--- src/rtl/dcache_req_sched_pkg.sv ---
// Shared widths, line-id encoding and request-bus layout for the dcache request scheduler.
package dcache_req_sched_pkg;

  localparam int ADDR_W = 32;
  localparam int DATA_W = 32;
  localparam int CNT_W  = 2;

  typedef enum logic {
    LINE1 = 1'b0,
    LINE2 = 1'b1
  } line_id_e;

  // Packed request bus used between EX and MEM: {wr, wstrb, addr, wdata}
  localparam int REQ_WDATA_LSB = 0;
  localparam int REQ_ADDR_LSB  = REQ_WDATA_LSB + DATA_W;
  localparam int REQ_WSTRB_LSB = REQ_ADDR_LSB + ADDR_W;
  localparam int REQ_WR_BIT    = REQ_WSTRB_LSB + 4;
  localparam int REQ_BUS_W     = REQ_WR_BIT + 1;

endpackage

--- src/rtl/dcache_req_sched_sched_id_fifo.sv ---
// Two-entry FIFO of 1-bit line ids; remembers which line issued each in-flight request.
module sched_id_fifo (
  input  logic clk,
  input  logic rst_n,
  input  logic push,
  input  logic push_id,
  input  logic pop,
  output logic pop_id,
  output logic full,
  output logic empty,
  output logic overflow,
  output logic underflow
);

  logic [1:0] mem;
  logic       wr_ptr;
  logic       rd_ptr;
  logic [1:0] count;
  logic       do_push;
  logic       do_pop;

  assign full      = (count == 2'd2);
  assign empty     = (count == 2'd0);
  assign pop_id    = mem[rd_ptr];
  assign overflow  = push & full & ~pop;
  assign underflow = pop & empty;
  // A pop in the same cycle frees the slot, so a push at full is still legal then
  assign do_push   = push & (~full | pop);
  assign do_pop    = pop & ~empty;

  always_ff @(posedge clk or negedge rst_n) begin
    if (!rst_n) begin
      mem    <= 2'b00;
      wr_ptr <= 1'b0;
      rd_ptr <= 1'b0;
      count  <= 2'd0;
    end else begin
      if (do_push) begin
        mem[wr_ptr] <= push_id;
        wr_ptr      <= ~wr_ptr;
      end
      if (do_pop) rd_ptr <= ~rd_ptr;
      count <= count + {1'b0, do_push} - {1'b0, do_pop};
    end
  end

endmodule

--- src/rtl/dcache_req_sched.sv ---
// Dual-issue to single-port dcache request scheduler with response routing and flush discard.
// Optional performance counters enabled by DCACHE_REQ_SCHED_PERF_EN.
module dcache_req_sched #(
  parameter int ADDR_W  = dcache_req_sched_pkg::ADDR_W,
  parameter int DATA_W  = dcache_req_sched_pkg::DATA_W,
  parameter int MAX_OUT = 2,
  parameter int CNT_W   = dcache_req_sched_pkg::CNT_W
) (
  input  logic              clk,
  input  logic              rst_n,
  input  logic              excep_flush_i,
  input  logic              line1_req_i,
  input  logic              line1_wr_i,
  input  logic [3:0]        line1_wstrb_i,
  input  logic [ADDR_W-1:0] line1_addr_i,
  input  logic [DATA_W-1:0] line1_wdata_i,
  output logic              line1_grant_o,
  input  logic              line2_req_i,
  input  logic              line2_wr_i,
  input  logic [3:0]        line2_wstrb_i,
  input  logic [ADDR_W-1:0] line2_addr_i,
  input  logic [DATA_W-1:0] line2_wdata_i,
  output logic              line2_grant_o,
  output logic              cache_req_o,
  output logic              cache_wr_o,
  output logic [3:0]        cache_wstrb_o,
  output logic [ADDR_W-1:0] cache_addr_o,
  output logic [DATA_W-1:0] cache_wdata_o,
  input  logic              cache_addr_ok_i,
  input  logic              cache_data_ok_i,
  input  logic [DATA_W-1:0] cache_rdata_i,
  output logic              rsp_valid_o,
  output logic              rsp_line_o,
  output logic [DATA_W-1:0] rsp_rdata_o,
  output logic [CNT_W-1:0]  inflight_o,
  output logic [CNT_W-1:0]  discard_o,
`ifdef DCACHE_REQ_SCHED_PERF_EN
  output logic [31:0]       perf_acc_cnt_o,
  output logic [31:0]       perf_drop_cnt_o,
  output logic [31:0]       perf_stall_cnt_o,
`endif
  output logic              error_o
);

  import dcache_req_sched_pkg::*;

  logic [CNT_W-1:0] inflight_q;
  logic [CNT_W-1:0] discard_q;
  logic [CNT_W-1:0] inflight_eff;
  logic [CNT_W-1:0] discard_nxt;
  logic             any_req;
  logic             rsp_pending;
  logic             drop_rsp;
  logic             accept;
  logic             sel_line2;
  logic             head_id;
  logic             fifo_full;
  logic             fifo_empty;
  logic             fifo_ovf;
  logic             fifo_udf;
  logic             err_set;
  line_id_e         push_id;

  assign any_req      = line1_req_i | line2_req_i;
  assign sel_line2    = ~line1_req_i;
  assign rsp_pending  = cache_data_ok_i & (inflight_q != '0);
  // A response returning this cycle frees its slot for a same-cycle accept
  assign inflight_eff = inflight_q - CNT_W'(rsp_pending);

  assign cache_req_o   = rst_n & any_req & ~excep_flush_i & (int'(inflight_eff) < MAX_OUT);
  assign accept        = cache_req_o & cache_addr_ok_i;
  assign line1_grant_o = accept & ~sel_line2;
  assign line2_grant_o = accept & sel_line2;
  assign push_id       = sel_line2 ? LINE2 : LINE1;

  assign cache_wr_o    = sel_line2 ? line2_wr_i    : line1_wr_i;
  assign cache_wstrb_o = sel_line2 ? line2_wstrb_i : line1_wstrb_i;
  assign cache_addr_o  = sel_line2 ? line2_addr_i  : line1_addr_i;
  assign cache_wdata_o = sel_line2 ? line2_wdata_i : line1_wdata_i;

  // Responses for instructions killed by a flush (including the flush cycle itself) are dropped
  assign drop_rsp    = rsp_pending & (excep_flush_i | (discard_q != '0));
  assign rsp_valid_o = rst_n & rsp_pending & ~drop_rsp;
  assign rsp_line_o  = head_id;
  assign rsp_rdata_o = cache_rdata_i;

  assign inflight_o = inflight_q;
  assign discard_o  = discard_q;

  always_comb begin
    discard_nxt = discard_q;
    if (excep_flush_i)
      discard_nxt = inflight_eff;
    else if (rsp_pending && (discard_q != '0))
      discard_nxt = discard_q - CNT_W'(1);
  end

  assign err_set = (cache_data_ok_i & (inflight_q == '0)) | (discard_q > inflight_q)
                 | fifo_ovf | fifo_udf;

  sched_id_fifo u_id_fifo (
    .clk       (clk),
    .rst_n     (rst_n),
    .push      (accept),
    .push_id   (push_id),
    .pop       (cache_data_ok_i),
    .pop_id    (head_id),
    .full      (fifo_full),
    .empty     (fifo_empty),
    .overflow  (fifo_ovf),
    .underflow (fifo_udf)
  );

  always_ff @(posedge clk or negedge rst_n) begin
    if (!rst_n) begin
      inflight_q <= '0;
      discard_q  <= '0;
      error_o    <= 1'b0;
    end else begin
      inflight_q <= inflight_eff + CNT_W'(accept);
      discard_q  <= discard_nxt;
      if (err_set) error_o <= 1'b1;
    end
  end

`ifdef DCACHE_REQ_SCHED_PERF_EN
  always_ff @(posedge clk or negedge rst_n) begin
    if (!rst_n) begin
      perf_acc_cnt_o   <= '0;
      perf_drop_cnt_o  <= '0;
      perf_stall_cnt_o <= '0;
    end else begin
      perf_acc_cnt_o   <= perf_acc_cnt_o + 32'(accept);
      perf_drop_cnt_o  <= perf_drop_cnt_o + 32'(drop_rsp);
      perf_stall_cnt_o <= perf_stall_cnt_o + 32'(any_req & ~accept);
    end
  end
`endif

endmodule
--- config.mk ---
export PLATFORM = sky130hd
export DESIGN_NAME = dcache_req_sched
export DESIGN_NICKNAME = d
export VERILOG_FILES = /design/src/rtl/dcache_req_sched_pkg.sv /design/src/rtl/dcache_req_sched_sched_id_fifo.sv /design/src/rtl/dcache_req_sched.sv
export SDC_FILE = /design/constraint.sdc
export NUM_CORES = 1
export LEC_CHECK = 0
export BUFFER_PORTS_ARGS = -buffer_cell sky130_fd_sc_hd__buf_2
export CORE_AREA = 10 10 103 105
export CTS_BUF_LIST = sky130_fd_sc_hd__clkbuf_8
export DETAILED_ROUTE_END_ITERATION = 10
export DIE_AREA = 0 0 113 115
export HOLD_SLACK_MARGIN = 0.1
export SYNTH_ARGS = -nofsm -noshare
export SYNTH_HDL_FRONTEND = slang
export SYNTH_SLANG_ARGS = --single-unit
--- constraint.sdc ---
create_clock -name clk -period 4.2 [get_ports clk]
set_clock_uncertainty 0.15 [all_clocks]
set_input_delay 0.84 -clock clk [delete_from_list [all_inputs] [get_ports clk]]
set_output_delay 0.84 -clock clk [all_outputs]
set_load 0.02 [all_outputs]
* Yosys cells after proc, flatten, opt, wreduce, memory -nomap -nowiden
Index checks and enable logic that the tools add are counted.
** Operators by class
- Bitwise logic cells :: 30
- Equal/unequal tests :: 1
- Mux-type cells :: 12
- Reduce and logical (&&, ||, !) cells :: 7
- Add/subtract/negate cells :: 5
- Order comparisons :: 5
** Operators with widths (number)
- 32-bit 2-to-1 mux :: 2
- 1-bit AND :: 16
- 1-bit NOT :: 8
- 1-bit OR :: 6
- 2-bit nonzero test :: 3
- 1-bit 2-to-1 mux :: 5
- 2-bit by 1-bit adder with 2-bit output :: 2
- 2-bit logical NOT :: 2
- 1-bit by 2-bit less-than comparator with 1-bit output, second input constant :: 2
- 2-bit 2-to-1 mux :: 2
- 4-bit 2-to-1 mux :: 1
- 2-bit by 1-bit subtractor with 2-bit output :: 2
- 2-bit bitwise mux :: 1
- 2-bit == test, second input constant :: 1
- 2-bit greater-than comparator :: 1
- 1-bit logical AND :: 2
- 2-bit less-than comparator, second input constant :: 1
- 2-bit by 1-bit subtractor with 2-bit output, second input constant :: 1
- 1-bit demux with 1-bit select :: 1
- 1-bit >= comparator, second input constant :: 1
** Storage, ports and cells
- Input port bits :: 177
- Bits in registers :: 11
- Output and inout port bits :: 111
- Logic and storage cells :: 67

* Logic depth before layout (Yosys ltp)
- Depth in word-level cells :: 10
- Depth in mapped cells :: 9
- Mapped depth without buffers :: 9

* Hierarchy
Synthesis repeated with hierarchy kept, for this count alone.
** Unflattened totals
- Cell total of the unflattened synthesis :: 183
- Area total of the unflattened synthesis :: 1803.0 µm²
** By module, submodules not included
- dcache_req_sched :: seq. area each 125.1 µm², area each 1451.4 µm², times used 1, cells an instance 151
- sched_id_fifo :: seq. area each 150.1 µm², area each 351.6 µm², times used 1, cells an instance 32

* Worst setup path before layout
OpenSTA, ideal clock, no wires.
- Kind :: input -> output
- From :: input port cache_data_ok_i
- To :: output port line1_grant_o
- Path buffers :: 0
- Arrival :: 2092 ps
- Slack :: 1118 ps
- Required time :: 3210 ps
- Cell stages on the path :: 6
- Cells stage by stage :: o21ai_0 > inv_1 > ha_1 > xnor2_2 > o2111ai_4 > nor2_1
** Between the ends
- Word-level cells in the longest chain between the ends :: 6
** RTL lines
- start, declared :: line dcache_req_sched.sv:30 : input logic cache_data_ok_i,
- 1-bit AND :: line dcache_req_sched.sv:66 : assign rsp_pending = cache_data_ok_i & (inflight_q != '0);
- 2-bit by 1-bit subtractor with 2-bit output :: line dcache_req_sched.sv:68 : assign inflight_eff = inflight_q - CNT_W'(rsp_pending);
- 2-bit less-than comparator :: line dcache_req_sched.sv:70 : assign cache_req_o = rst_n & any_req & ~excep_flush_i & (int'(inflight_eff) < MAX_OUT);
- 1-bit AND :: line dcache_req_sched.sv:70
- 1-bit AND :: line dcache_req_sched.sv:71 : assign accept = cache_req_o & cache_addr_ok_i;
- 1-bit AND :: line dcache_req_sched.sv:72 : assign line1_grant_o = accept & ~sel_line2;
- end, declared :: line dcache_req_sched.sv:17 : output logic line1_grant_o,
No other way between the ends.

* Worst setup path in the final report
- From :: register inflight_q[1], in the netlist inflight_o[1]
- To :: output port line2_grant_o
** Between the ends
- Word-level cells in the longest chain between the ends :: 7
** RTL lines
- start, declared :: line dcache_req_sched.sv:47 : logic [CNT_W-1:0] inflight_q;
- start signal, assigned :: line dcache_req_sched.sv:120 : inflight_q <= inflight_eff + CNT_W'(accept);
- 2-bit nonzero test :: line dcache_req_sched.sv:66
- 1-bit AND :: line dcache_req_sched.sv:66
- 2-bit by 1-bit subtractor with 2-bit output (*) :: line dcache_req_sched.sv:68
- 2-bit less-than comparator (*) :: line dcache_req_sched.sv:70
- 1-bit AND (*) :: line dcache_req_sched.sv:70
- 1-bit AND (*) :: line dcache_req_sched.sv:71
- 1-bit AND (*) :: line dcache_req_sched.sv:73 : assign line2_grant_o = accept & sel_line2;
- end, declared :: line dcache_req_sched.sv:23 : output logic line2_grant_o,
Mark *: on every way between the ends. The rest lies on a longest branch, timed or not.

==> out/metrics.yaml <==
gr-total-overflow: 0
p_seq_share_pct: 23.8
grt_pass1_vias: 2141
critPathCaptureType: "output port"
layout_min_cycle_time_ns: 3.35
setup_violations: 0
cts_repair_resize_count: 0
clkLatencyLatePin_ns: 0.23
n_fill_cell: 913
hp-class: "primary input to asynchronous set/reset pin"
hold_viol_final: 0
synth_area_leaders: "mux2_2 45%, dfrtp_1 16%, buf_4 14%"
drt_iter0_markers: 137
startpoint: "inflight_o[1]"
vias: 1982
h-tree-depth: 1
ys_warn_count: 0
syn2layout_area_growth_pct: 59.7
cts_num_sinks: 11
ys_seq_area_share_pct: 15.9
fp.dieArea_um2: 13000
layout.nets: 545
status: "finished clean"
track_usage_pct: 12.3
cap_violations: 0
ir_drop_uv: 323
ys_seq_elements: 11
multi_input_area_um2: 1140
startpoint_type: "flip-flop"
power_uw: 876
async_flop_share_pct: 100
numCtsBuffers: 3
power_density_nw_per_um2: 316
antenna_cells: 0
gp_congestion: 0.828
clock_power_share_pct: 11.8
p_leak_nw: 1.53
num_io_pins: 288
cts_setup_buffers: 0
r2r-start: "inflight_o[1]"
switchingPower_uw: 392
antenna_found_initial: 0
io_buffers: 223
drv_slew: 0
rsz0062_at_grt: "no"
dp_hpwl_um: 8410
combPwrFrac_pct: 64.5
arrival_ns: 2.36
worstSetupPathType: "flip-flop to output port"
synth_top_cell_area_share_pct: 45.5
grt_first_pass_wirelength_um: 13000
die_y_um: 115
wl_per_cell_um: 19.8
drive_gt1_share_pct: 83.9
tns_ns: 0
drc: 0
critical_path.max_fanout: 6
synth_edf_count: 0
synth_ff_type: "dfrtp_1"
dr.pass1.iters: 4
clk_pin_slew_ns: 0.05
regArea_um2: 275
syn_inst: 172
slew_headroom_pct: 57.6
tritoncts: "built"
ys_types: 27
p_int_uw: 484
coreArea_um2: 8550
post_synth.cell_area_avg_um2: 10.1
finalHoldWorstSlack_ns: 0.327
ctsLongestPathBuffers: 2
required_ns: 3.21
rows: 34
fp.dieW_um: 113
finalWirelength_um: 9290
synth_area_um2: 1730
synth_nets: 356
drtAntennaViolNets: 0
finalCritPeriodShare_pct: 79.7
synth.largest_area_cell: "mux2_2"
start_util_pct: 20.3
via_per_inst: 4.24
worst_pin_slew_ns: 0.634
grt_max_degree: 74
hold_buffers: 0
fmax_ghz: 0.299
switching_share_pct: 44.7
root_buffer: "clkbuf_8"
## kinds of logic after synthesis
group                      count (synthesis)  synth area share, %
and+or+nand+nor                           15                 5.12
DFF                                       11                 15.9
xor gates and xnor gates                   6                 3.46
adders and majority gates                  7                 5.05
muxes                                     72                 46.8
AOI/OAI and AO/OA                         11                 5.41
buffers and inverters                     50                 18.3
## cells in the final DEF (no fill, tap or decap)
cell type,netlist,final
o211a_1,1,1
buf_2,8,223
o21a_1,3,3
inv_2,1,1
a221oi_1,1,1
o21ai_0,2,2
o22ai_1,1,1
inv_1,9,10
xnor2_1,3,3
and3_1,1,1
nor3_1,4,4
and2b_1,1,1
xor2_1,2,2
nor3b_1,1,1
o2111ai_4,1,1
nand2_1,2,2
mux2_1,2,2
clkbuf_8,0,3
nor2_1,3,3
mux2_2,70,70
a21oi_1,2,2
buf_12,0,1
xnor2_2,1,1
nor3_2,1,1
nor2b_1,1,1
ha_1,7,7
dfrtp_1,11,11
nor3b_2,1,1
## synth_stat cells (2+ instances only)
cell type and number:
mux2_2 70, buf_4 32, dfrtp_1 11, inv_1 9
buf_2 8, ha_1 7, nor3_1 4, nor2_1 3
o21a_1 3, xnor2_1 3, a21oi_1 2, mux2_1 2
nand2_1 2, o21ai_0 2, xor2_1 2
## final cells by class
cell class	count	share of cell area, %
Clock inverter	1	0.136
Multi-Input combinational cell	111	41.2
Sequential cell	11	9.94
Timing Repair Buffer	224	41.0
Tap cell	108	4.88
Inverter	10	1.36
Clock buffer	3	1.49
## flip-flops by register name, indices dropped and copies added (netlist names)
register          flops
discard_o             2
u_id_fifo.count       2
inflight_o            2
error_o               1
u_id_fifo.wr_ptr      1
u_id_fifo.mem         2
u_id_fifo.rd_ptr      1
## critical path: stages (launching register included)
cell,delay [ns]
dfrtp_1,0.45
o21ai_0,0.50
inv_1,0.12
ha_1,0.23
xnor2_2,0.27
o2111ai_4,0.24
nor2_1,0.13
buf_2,0.17
## routing by layer
layer	vias to the layer above	global-route usage, %	wire (um)
met5	-	0	0
met4	0	0.508	0
li1	954	-	-
met3	0	6.51	1290
met1	879	14.6	3520
met2	149	20.5	4480
## power by group through the flow
stage               clock [mW]  sequential, mW  combinational, mW
floorplan                    0           0.223              0.390
global placement             0           0.206              0.561
detailed placement           0           0.211              0.569
CTS                      0.106           0.209              0.574
global route             0.113           0.219              0.624
finish                   0.103           0.208              0.565
## final timing paths
kind	end	slack [ns]	depth (start not counted)
max	line2_grant_o	0.85	7
min	u_id_fifo.mem[1]	0.33	1
min in group clk	u_id_fifo.rd_ptr	0.33	1
min reg2reg	u_id_fifo.rd_ptr	0.33	1
max reg2reg	u_id_fifo.count[1]	1.50	9
max in group asynchronous	discard_o[0]	3.36	1
## stage by stage
step	setup slack, ns	utilization (%)	cells	cell area [um2]
floorplan	1.12	-	172	1730
global route	0.636	32.4	468	2770
CTS	0.858	32.4	468	2770
global placement	0.906	31.9	464	2730
finish	0.852	32.4	468	2770
detailed placement	0.870	31.9	464	2730
(Power assumes the default switching activity.)
